<file path="src/rtl/tt_mux_seq_pkg.sv">
// rtl/tt_mux_seq_pkg.sv - shared state encoding and timing defaults for the mux select sequencer
package tt_mux_seq_pkg;

    typedef enum logic [2:0] {
        ST_INIT,
        ST_IDLE,
        ST_DISABLE,
        ST_SELRST,
        ST_INC_HI,
        ST_INC_LO,
        ST_DONE
    } state_t;

    localparam int PULSE_CYC_DEF  = 2;
    localparam int SETTLE_CYC_DEF = 4;

    function automatic int max2(input int a, input int b);
        return (a > b) ? a : b;
    endfunction

endpackage

</file>
<file path="src/rtl/tt_mux_pulse_timer.sv">
// rtl/tt_mux_pulse_timer.sv - loadable down-counter with terminal-count strobe
module tt_mux_pulse_timer #(
    parameter int               CNT_W   = 4,
    parameter logic [CNT_W-1:0] RST_VAL = '0
) (
    input  logic             clk,
    input  logic             rst,
    input  logic             load,
    input  logic [CNT_W-1:0] load_val,
    output logic             tc
);

    logic [CNT_W-1:0] cnt;

    always_ff @(posedge clk or posedge rst) begin
        if (rst) begin
            cnt <= RST_VAL;
        end else if (load) begin
            cnt <= load_val;
        end else if (cnt != '0) begin
            cnt <= cnt - 1'b1;
        end
    end

    assign tc = (cnt == '0);

endmodule

</file>
<file path="src/rtl/tt_mux_select_seq.sv">
// rtl/tt_mux_select_seq.sv - mux select/enable pulse sequencer; optional TT_MUX_SEQ_INCREMENTAL_EN skips select reset
module tt_mux_select_seq
    import tt_mux_seq_pkg::*;
#(
    parameter int ADDR_W     = 10,
    parameter int PULSE_CYC  = PULSE_CYC_DEF,
    parameter int SETTLE_CYC = SETTLE_CYC_DEF
) (
    input  logic              clk,
    input  logic              reset,
    input  logic              req_valid,
    output logic              req_ready,
    input  logic [ADDR_W-1:0] req_addr,
    output logic              ctrl_sel_rst_n,
    output logic              ctrl_sel_inc,
    output logic              ctrl_ena,
    output logic              busy,
    output logic              done,
    output logic [ADDR_W-1:0] cur_addr
);

    localparam int               CNT_W = $clog2(max2(PULSE_CYC, SETTLE_CYC)) + 1;
    localparam logic [CNT_W-1:0] P_LD  = CNT_W'(PULSE_CYC - 1);
    localparam logic [CNT_W-1:0] S_LD  = CNT_W'(SETTLE_CYC - 1);

    state_t            state;
    logic [ADDR_W-1:0] tgt;
    logic [ADDR_W-1:0] remaining;
    logic              tc;
    logic              load;
    logic [CNT_W-1:0]  load_val;

    // Every phase ends on terminal count; only DISABLE (entered from IDLE) uses the settle length.
    always_comb begin
        load     = tc || (state == ST_IDLE);
        load_val = (state == ST_IDLE) ? S_LD : P_LD;
    end

    tt_mux_pulse_timer #(
        .CNT_W   (CNT_W),
        .RST_VAL (P_LD)
    ) u_timer (
        .clk      (clk),
        .rst      (reset),
        .load     (load),
        .load_val (load_val),
        .tc       (tc)
    );

`ifdef TT_MUX_SEQ_INCREMENTAL_EN
    logic [ADDR_W-1:0] delta;
    assign delta = tgt - cur_addr;
`endif

    always_ff @(posedge clk or posedge reset) begin
        if (reset) begin
            state          <= ST_INIT;
            ctrl_sel_rst_n <= 1'b0;
            ctrl_sel_inc   <= 1'b0;
            ctrl_ena       <= 1'b0;
            req_ready      <= 1'b0;
            busy           <= 1'b1;
            done           <= 1'b0;
            cur_addr       <= '0;
            tgt            <= '0;
            remaining      <= '0;
        end else begin
            done <= 1'b0;
            case (state)
                ST_INIT: begin
                    if (tc) begin
                        state          <= ST_IDLE;
                        ctrl_sel_rst_n <= 1'b1;
                        req_ready      <= 1'b1;
                        busy           <= 1'b0;
                        cur_addr       <= '0;
                    end
                end
                ST_IDLE: begin
                    if (req_valid) begin
                        state     <= ST_DISABLE;
                        tgt       <= req_addr;
                        ctrl_ena  <= 1'b0;
                        req_ready <= 1'b0;
                        busy      <= 1'b1;
                    end
                end
                ST_DISABLE: begin
                    if (tc) begin
`ifdef TT_MUX_SEQ_INCREMENTAL_EN
                        if (tgt >= cur_addr) begin
                            remaining <= delta;
                            if (delta == '0) begin
                                state    <= ST_DONE;
                                done     <= 1'b1;
                                ctrl_ena <= 1'b1;
                            end else begin
                                state        <= ST_INC_HI;
                                ctrl_sel_inc <= 1'b1;
                            end
                        end else begin
                            state          <= ST_SELRST;
                            ctrl_sel_rst_n <= 1'b0;
                        end
`else
                        state          <= ST_SELRST;
                        ctrl_sel_rst_n <= 1'b0;
`endif
                    end
                end
                ST_SELRST: begin
                    if (tc) begin
                        ctrl_sel_rst_n <= 1'b1;
                        cur_addr       <= '0;
                        remaining      <= tgt;
                        if (tgt == '0) begin
                            state    <= ST_DONE;
                            done     <= 1'b1;
                            ctrl_ena <= 1'b1;
                        end else begin
                            state        <= ST_INC_HI;
                            ctrl_sel_inc <= 1'b1;
                        end
                    end
                end
                ST_INC_HI: begin
                    if (tc) begin
                        state        <= ST_INC_LO;
                        ctrl_sel_inc <= 1'b0;
                    end
                end
                ST_INC_LO: begin
                    if (tc) begin
                        cur_addr  <= cur_addr + 1'b1;
                        remaining <= remaining - 1'b1;
                        // Checking for 1 before the decrement keeps an all-ones target from wrapping.
                        if (remaining == ADDR_W'(1)) begin
                            state    <= ST_DONE;
                            done     <= 1'b1;
                            ctrl_ena <= 1'b1;
                        end else begin
                            state        <= ST_INC_HI;
                            ctrl_sel_inc <= 1'b1;
                        end
                    end
                end
                ST_DONE: begin
                    state     <= ST_IDLE;
                    req_ready <= 1'b1;
                    busy      <= 1'b0;
                end
                default: begin
                    state <= ST_INIT;
                end
            endcase
        end
    end

endmodule

</file>
<file path="config.mk">
export PLATFORM = sky130hd
export DESIGN_NAME = tt_mux_select_seq
export DESIGN_NICKNAME = d
export VERILOG_FILES = /design/src/rtl/tt_mux_seq_pkg.sv /design/src/rtl/tt_mux_pulse_timer.sv /design/src/rtl/tt_mux_select_seq.sv
export SDC_FILE = /design/constraint.sdc
export NUM_CORES = 1
export LEC_CHECK = 0
export ABC_AREA = 1
export BUFFER_PORTS_ARGS = -buffer_cell sky130_fd_sc_hd__clkbuf_2
export CORE_MARGIN = 5
export CORE_UTILIZATION = 30
export CTS_CLUSTER_DIAMETER = 150
export CTS_CLUSTER_SIZE = 12
export DETAILED_ROUTE_END_ITERATION = 12
export GPL_TIMING_DRIVEN = 1
export PLACE_DENSITY = 0.57
export SYNTH_ARGS = -nofsm -noshare
export SYNTH_HDL_FRONTEND = slang
export SYNTH_HIERARCHICAL = 1
export SYNTH_SLANG_ARGS = --single-unit
</file>
<file path="constraint.sdc">
create_clock -name clk -period 1.75 [get_ports clk]
set_input_delay 0.175 -clock clk [delete_from_list [all_inputs] [get_ports clk]]
set_output_delay 0.175 -clock clk [all_outputs]
set_load 0.05 [all_outputs]
</file>
## Word-level counts from Yosys, hierarchy flattened

Cells that the tools add are included.

| word-level totals | value |
|---|---|
| bits of input ports | 13 |
| register bits | 42 |
| logic and storage cells | 93 |

| cells by class | value |
|---|---|
| equal/unequal tests | 18 |
| add/subtract/negate cells | 3 |
| reductions and logical operators | 21 |
| multiplexer cells | 40 |

Operator list:

| cell | number |
|---|---|
| two-way mux 10 bit | 4 |
| case mux 10 bit (2 select lines) | 2 |
| two-way mux 3 bit | 8 |
| case mux 3 bit (7 select lines) | 1 |
| != test 2 bit (second input constant) | 10 |
| AND reduction 6 bit | 3 |
| two-way mux 1 bit | 16 |
| case mux 1 bit (3 select lines) | 4 |
| AND reduction 3 bit | 4 |
| nonzero test 3 bit | 4 |
| adder 10 x 1 -> 10 bit (second input constant) | 1 |
| equality test 10 x 1 -> 1 bit (second input constant) | 1 |
| zero test 10 bit | 1 |
| subtractor 10 x 1 -> 10 bit (second input constant) | 1 |
| equality test 3 bit (second input constant) | 3 |
| nonzero test 2 bit | 4 |
| equality test 3 x 2 -> 1 bit (second input constant) | 2 |
| zero test 3 bit | 2 |
| two-way mux 2 bit | 3 |
| case mux 1 bit (2 select lines) | 2 |
| equality test 3 x 1 -> 1 bit (second input constant) | 1 |
| subtractor 3 x 1 -> 3 bit (second input constant) | 1 |
| != test 2 x 1 -> 1 bit (second input constant) | 1 |
| AND reduction 2 bit | 1 |
| 2 further kinds | 2 |

## Logic depth before layout (Yosys ltp)

| logic depth | value |
|---|---|
| depth in word-level cells | 4 |
| depth in mapped cells | 10 |
| depth with buffers taken out | 10 |

## Cells and area by module

Netlist, hierarchy kept.

Modules (own cells, without submodules):

| module | area each (um^2) | cells each | instances |
|---|---|---|---|
| tt_mux_select_seq | 2192.1 | 291 | 1 |
| tt_mux_pulse_timer | 212.7 | 33 | 1 |

## Worst setup path after synthesis

OpenSTA, ideal clock, no wires.

| timing | value |
|---|---|
| kind | flip-flop to flip-flop |
| from | reg u_timer.cnt[1] |
| to | reg cur_addr[4] |
| slack | 0.085 ns |
| cell stages (with the launch flop) | 10 |
| arrival time | 1.544 ns |
| cells stage by stage | dfrtp_1 > inv_1 > ha_1 > inv_1 > nor2_2 > inv_1 > nor3_1 > o21ai_0 > nand2_1 > nor2_1 |

| between the ends | value |
|---|---|
| longest elaborated chain between the ends | 3 |

RTL lines:

| what | RTL line | source |
|---|---|---|
| from (decl) | tt_mux_pulse_timer.sv:13 | `logic [CNT_W-1:0] cnt;` |
| from (signal assigned) | tt_mux_pulse_timer.sv:19 | `cnt <= load_val;` |
| from (signal assigned) | tt_mux_pulse_timer.sv:21 | `cnt <= cnt - 1'b1;` |
| zero test 3 bit (*) | tt_mux_pulse_timer.sv:25 | `assign tc = (cnt == '0);` |
| named net tc | tt_mux_select_seq.sv:29 | `logic tc;` |
| != test 2 bit (no source line) / != test 2 x 1 -> 1 bit (equally long branches) | n/a |  |
| AND reduction 3 bit (no source line) (*) | n/a |  |
| to (signal assigned) | tt_mux_select_seq.sv:134 | `cur_addr <= cur_addr + 1'b1;` |
| to (decl) | tt_mux_select_seq.sv:19 | `output logic [ADDR_W-1:0] cur_addr` |

Mark *: on every way through the listed nets, which the timed path passes. The rest lies on a longest branch.
A chain may end at the register's enable or synchronous reset.

## Worst setup path in the final report

| timing | value |
|---|---|
| from | reg u_timer.cnt[0] |
| to | reg state[1] |

| between the ends | value |
|---|---|
| longest elaborated chain between the ends | 3 |

RTL lines:

| what | RTL line | source |
|---|---|---|
| zero test 3 bit (*) | tt_mux_pulse_timer.sv:25 |  |
| named net tc | tt_mux_select_seq.sv:29 |  |
| != test 2 bit (no source line) | n/a |  |
| AND reduction 6 bit (no source line) (*) | n/a |  |
| to (signal assigned) | tt_mux_select_seq.sv:57 | `state <= ST_INIT;` |
| to (signal assigned) | tt_mux_select_seq.sv:72 | `state <= ST_IDLE;` |
| to (signal assigned) | tt_mux_select_seq.sv:81 | `state <= ST_DISABLE;` |
| to (decl) | tt_mux_select_seq.sv:26 | `state_t state;` |

Marks and branches as above.

==> flow_metrics.tcl <==
set metrics [dict create \
    cp.arrival_ns 1.90 \
    syn_nets 342 \
    status "completed" \
    synth-seq-area-share_pct 43.81 \
    whs_ns 0.1077 \
    grt_usage_pct 10.93 \
    die_h_um 99.53 \
    coreArea_mm2 0.007767 \
    period_minus_slack_ns 1.664 \
    setup.worst_path.end "state[1]" \
    ys_async_sr_fraction_pct 100.0 \
    dpl.hpwl_um 3876 \
    hold_path_class "input pin to flop" \
    p_comb_share_pct 51.9 \
    n_fill_cell 853 \
    start_kind "flop" \
    crit_start "u_timer/cnt[0]" \
    p_int_mw 2.537 \
    yosys.area.top_type_share_pct 41.62 \
    final_cell_count_no_fill 465 \
    cts_buffers 5 \
    yosys-top-cells-count "86 x nand2_1, 40 x dfrtp_1, 40 x nor2_1" \
    wl_per_cell_um 11.20 \
    grt-ovfl-total 0 \
    r2r_slack_ns 0.09 \
    max-vdd-ir-drop_v 0.0007408 \
    start_util_pct 30.96 \
    setup_violations 0 \
    period_share_pct 95.08 \
    tightest_slew_ns 0.5013 \
    maxCapViolations 0 \
    yosys-top-cells-area "dfrtp_1 42%, nand2_1 13%, nor2_1 6.2%" \
    dominantRegCellSynth "dfrtp_1" \
    r2r_end "state[1]" \
    cp-end-kind "flop" \
    ios 29 \
    path_max_fanout 5 \
    skew_ns 0.006057 \
    cts_max_level 2 \
    cts_sinks 42 \
    holdCritStartpoint "req_addr[9]" \
    max_freq_mhz 601.0 \
    dpl_cell_area_mm2 0.002685 \
    drtPass1Iterations 4 \
    synth.cell_area_mm2 0.002405 \
    drive_above_1_share_pct 19.01 \
    wirelength_um 5209 \
    setup_tns_ns 0 \
    syn_inst 324 \
    grt_max_degree 40 \
    ant_nets 0 \
    cts_tree "yes" \
    synth_top_area_cell "dfrtp_1" \
    synth.distinct_cells 33 \
    pre_cts_ws_ns 0.02462 \
    syn_avg_cell_area_um2 7.422 \
    report.final.slew_viol_count 0 \
    cellPowerDensity_mw_per_mm2 1693 \
    clkPwrFrac_pct 13.5 \
    relSlewSlack_pct 66.58 \
    first_global_vias 2013 \
    via_per_inst 4.482 \
    seq_power_share_pct 34.6 \
    crit_type "flop to flop" \
    grt_pass1_wl_um 8928 \
    cts-root-buf "clkbuf_8" \
    rows 32 \
    antenna_cells 0 \
    finalHoldViolCount 0 \
    reg2reg_depth 11 \
    p_leak_nw 1.450 \
    setup_slack_ns 0.08613 \
    syn2layout_area_growth_pct 17.74 \
    synth_warnings 6 \
    placed_cells 455 \
    antenna_found_initial 0 \
    place.gp.congestion 0.8254 \
    vias 2084 \
    drt_iter0_drc 108 \
    portBuffers 28 \
    clkTransAtPathRegs_ns 0.08 \
    p_sw_mw 2.255 \
    yosysMostFrequentCell "nand2_1" \
    crit_required_ns 1.99 \
    finalInstanceArea_mm2 0.002831 \
    die_area_mm2 0.009906 \
    synth-edff-count 0 \
    regToRegStartpoint "u_timer/cnt[0]" \
    ys_ff_latch 42 \
    drt_drc_violations_left 0 \
    insertion_delay_ns 0.30 \
    die_w_um 99.53 \
    final_nets 380 \
    switching_share_pct 47.06 \
    clockBufferDepth 2 \
    rsz0062_at_grt "false" \
]
[power groups by stage]
| stage | registers [mW] | clock network (mW) | logic [mW] |
|---|---|---|---|
| after floorplan | 1.87 | 0 | 1.60 |
| after global placement | 1.66 | 0 | 2.33 |
| after detailed placement | 1.67 | 0 | 2.36 |
| after CTS | 1.65 | 0.689 | 2.37 |
| after global routing | 1.72 | 0.719 | 2.84 |
| final | 1.66 | 0.648 | 2.49 |
[critical path, stage by stage (launching register included)]
cell,delay [ns]
dfstp_2,0.55
inv_1,0.06
ha_2,0.20
inv_2,0.07
nor2_4,0.04
inv_1,0.08
buf_6,0.12
nand2_1,0.06
nand2_2,0.11
a21oi_4,0.05
or2_1,0.20
nand2_1,0.06
[placed cells by master, fill, tap and decap left out, types with 2 or more instances in the layout]
cell type  synthesis  layout
nand4_1            5       5
nand3_1           20      20
a21oi_1           22      21
nor2_4             2       3
conb_1             2       2
dfstp_2            2       2
a21oi_2            2       2
o21ai_0           23      19
buf_4              2       6
nand2_1           86      84
xor2_1             4       4
nor2_1            40      40
nor3_1             3       3
o21ai_1            0       4
clkbuf_8           0       6
nand2_4            0       2
nand2_2            3       3
inv_2              4       6
inv_1             38      36
dfrtp_1           40      40
o21a_1             2       2
mux2_2             3       3
ha_1               5       4
clkbuf_2           0      28
[routing by layer]
metal  global-route usage, %  part of all wire [%]
met5                       0                     0
met4                   4.202                   1.5
met3                   2.034                   3.8
met2                   16.63                    43
met1                   15.36                    52
[registers in the layout, indices dropped and copies added (netlist names), 3 cells and up]
| name | count |
|---|---|
| cur_addr | 10 |
| remaining | 10 |
| tgt | 10 |
| state | 3 |
| u_timer/cnt | 3 |
[worst min path at each step]
stage                endpoint  slack (ns)  depth (start not counted)
6_report               tgt[9]        0.11                          2
5_1_grt                tgt[1]        0.10                          2
4_1_cts                tgt[9]         0.1                          2
3_5_place_dp   u_timer/cnt[1]        0.05                          2
3_3_place_gp   u_timer/cnt[1]        0.05                          2
2_1_floorplan  u_timer/cnt[1]       -0.07                          1
[layout make-up]
cell class / instances / area (µm²) / share of cell area, %
Inverter: 43 / 163.9 / 5.789
Clock buffer: 7 / 86.33 / 3.049
Multi-Input combinational cell: 233 / 1169 / 41.27
Tap cell: 102 / 127.6 / 4.507
Clock inverter: 1 / 5.005 / 0.1768
Timing Repair Buffer: 37 / 226.5 / 7.998
Sequential cell: 42 / 1054 / 37.21
[per-stage QoR]
stage,utilization (%),power (mW)
finish,36.45,4.792
global route,36.45,5.273
CTS,35.87,4.705
detailed placement,34.57,4.025
global placement,34.57,3.991
floorplan,-,3.475
[what timing repair did]
action                                  in CTS  in global routing
resized for setup                            0                 15
hold buffers                                 1                  0
buffers inserted                             0                  1
hold endpoints to repair                     3                  0
endpoints found under the setup margin       0                 24
[cell families (layout without fill, tap and decap cells)]
kind of cell	count (synthesis)	count (layout)	share of synthesized area [%]
mux	3	3	1.405
buf+inv	49	88	9.001
fa+ha+maj	5	5	2.601
xor+xnor	5	5	1.821
compound gates	54	54	12.23
flops	42	42	43.81
other cells	2	2	0.3123
simple gates	164	164	28.82
Note: power is estimated with default switching activity, not from simulation.
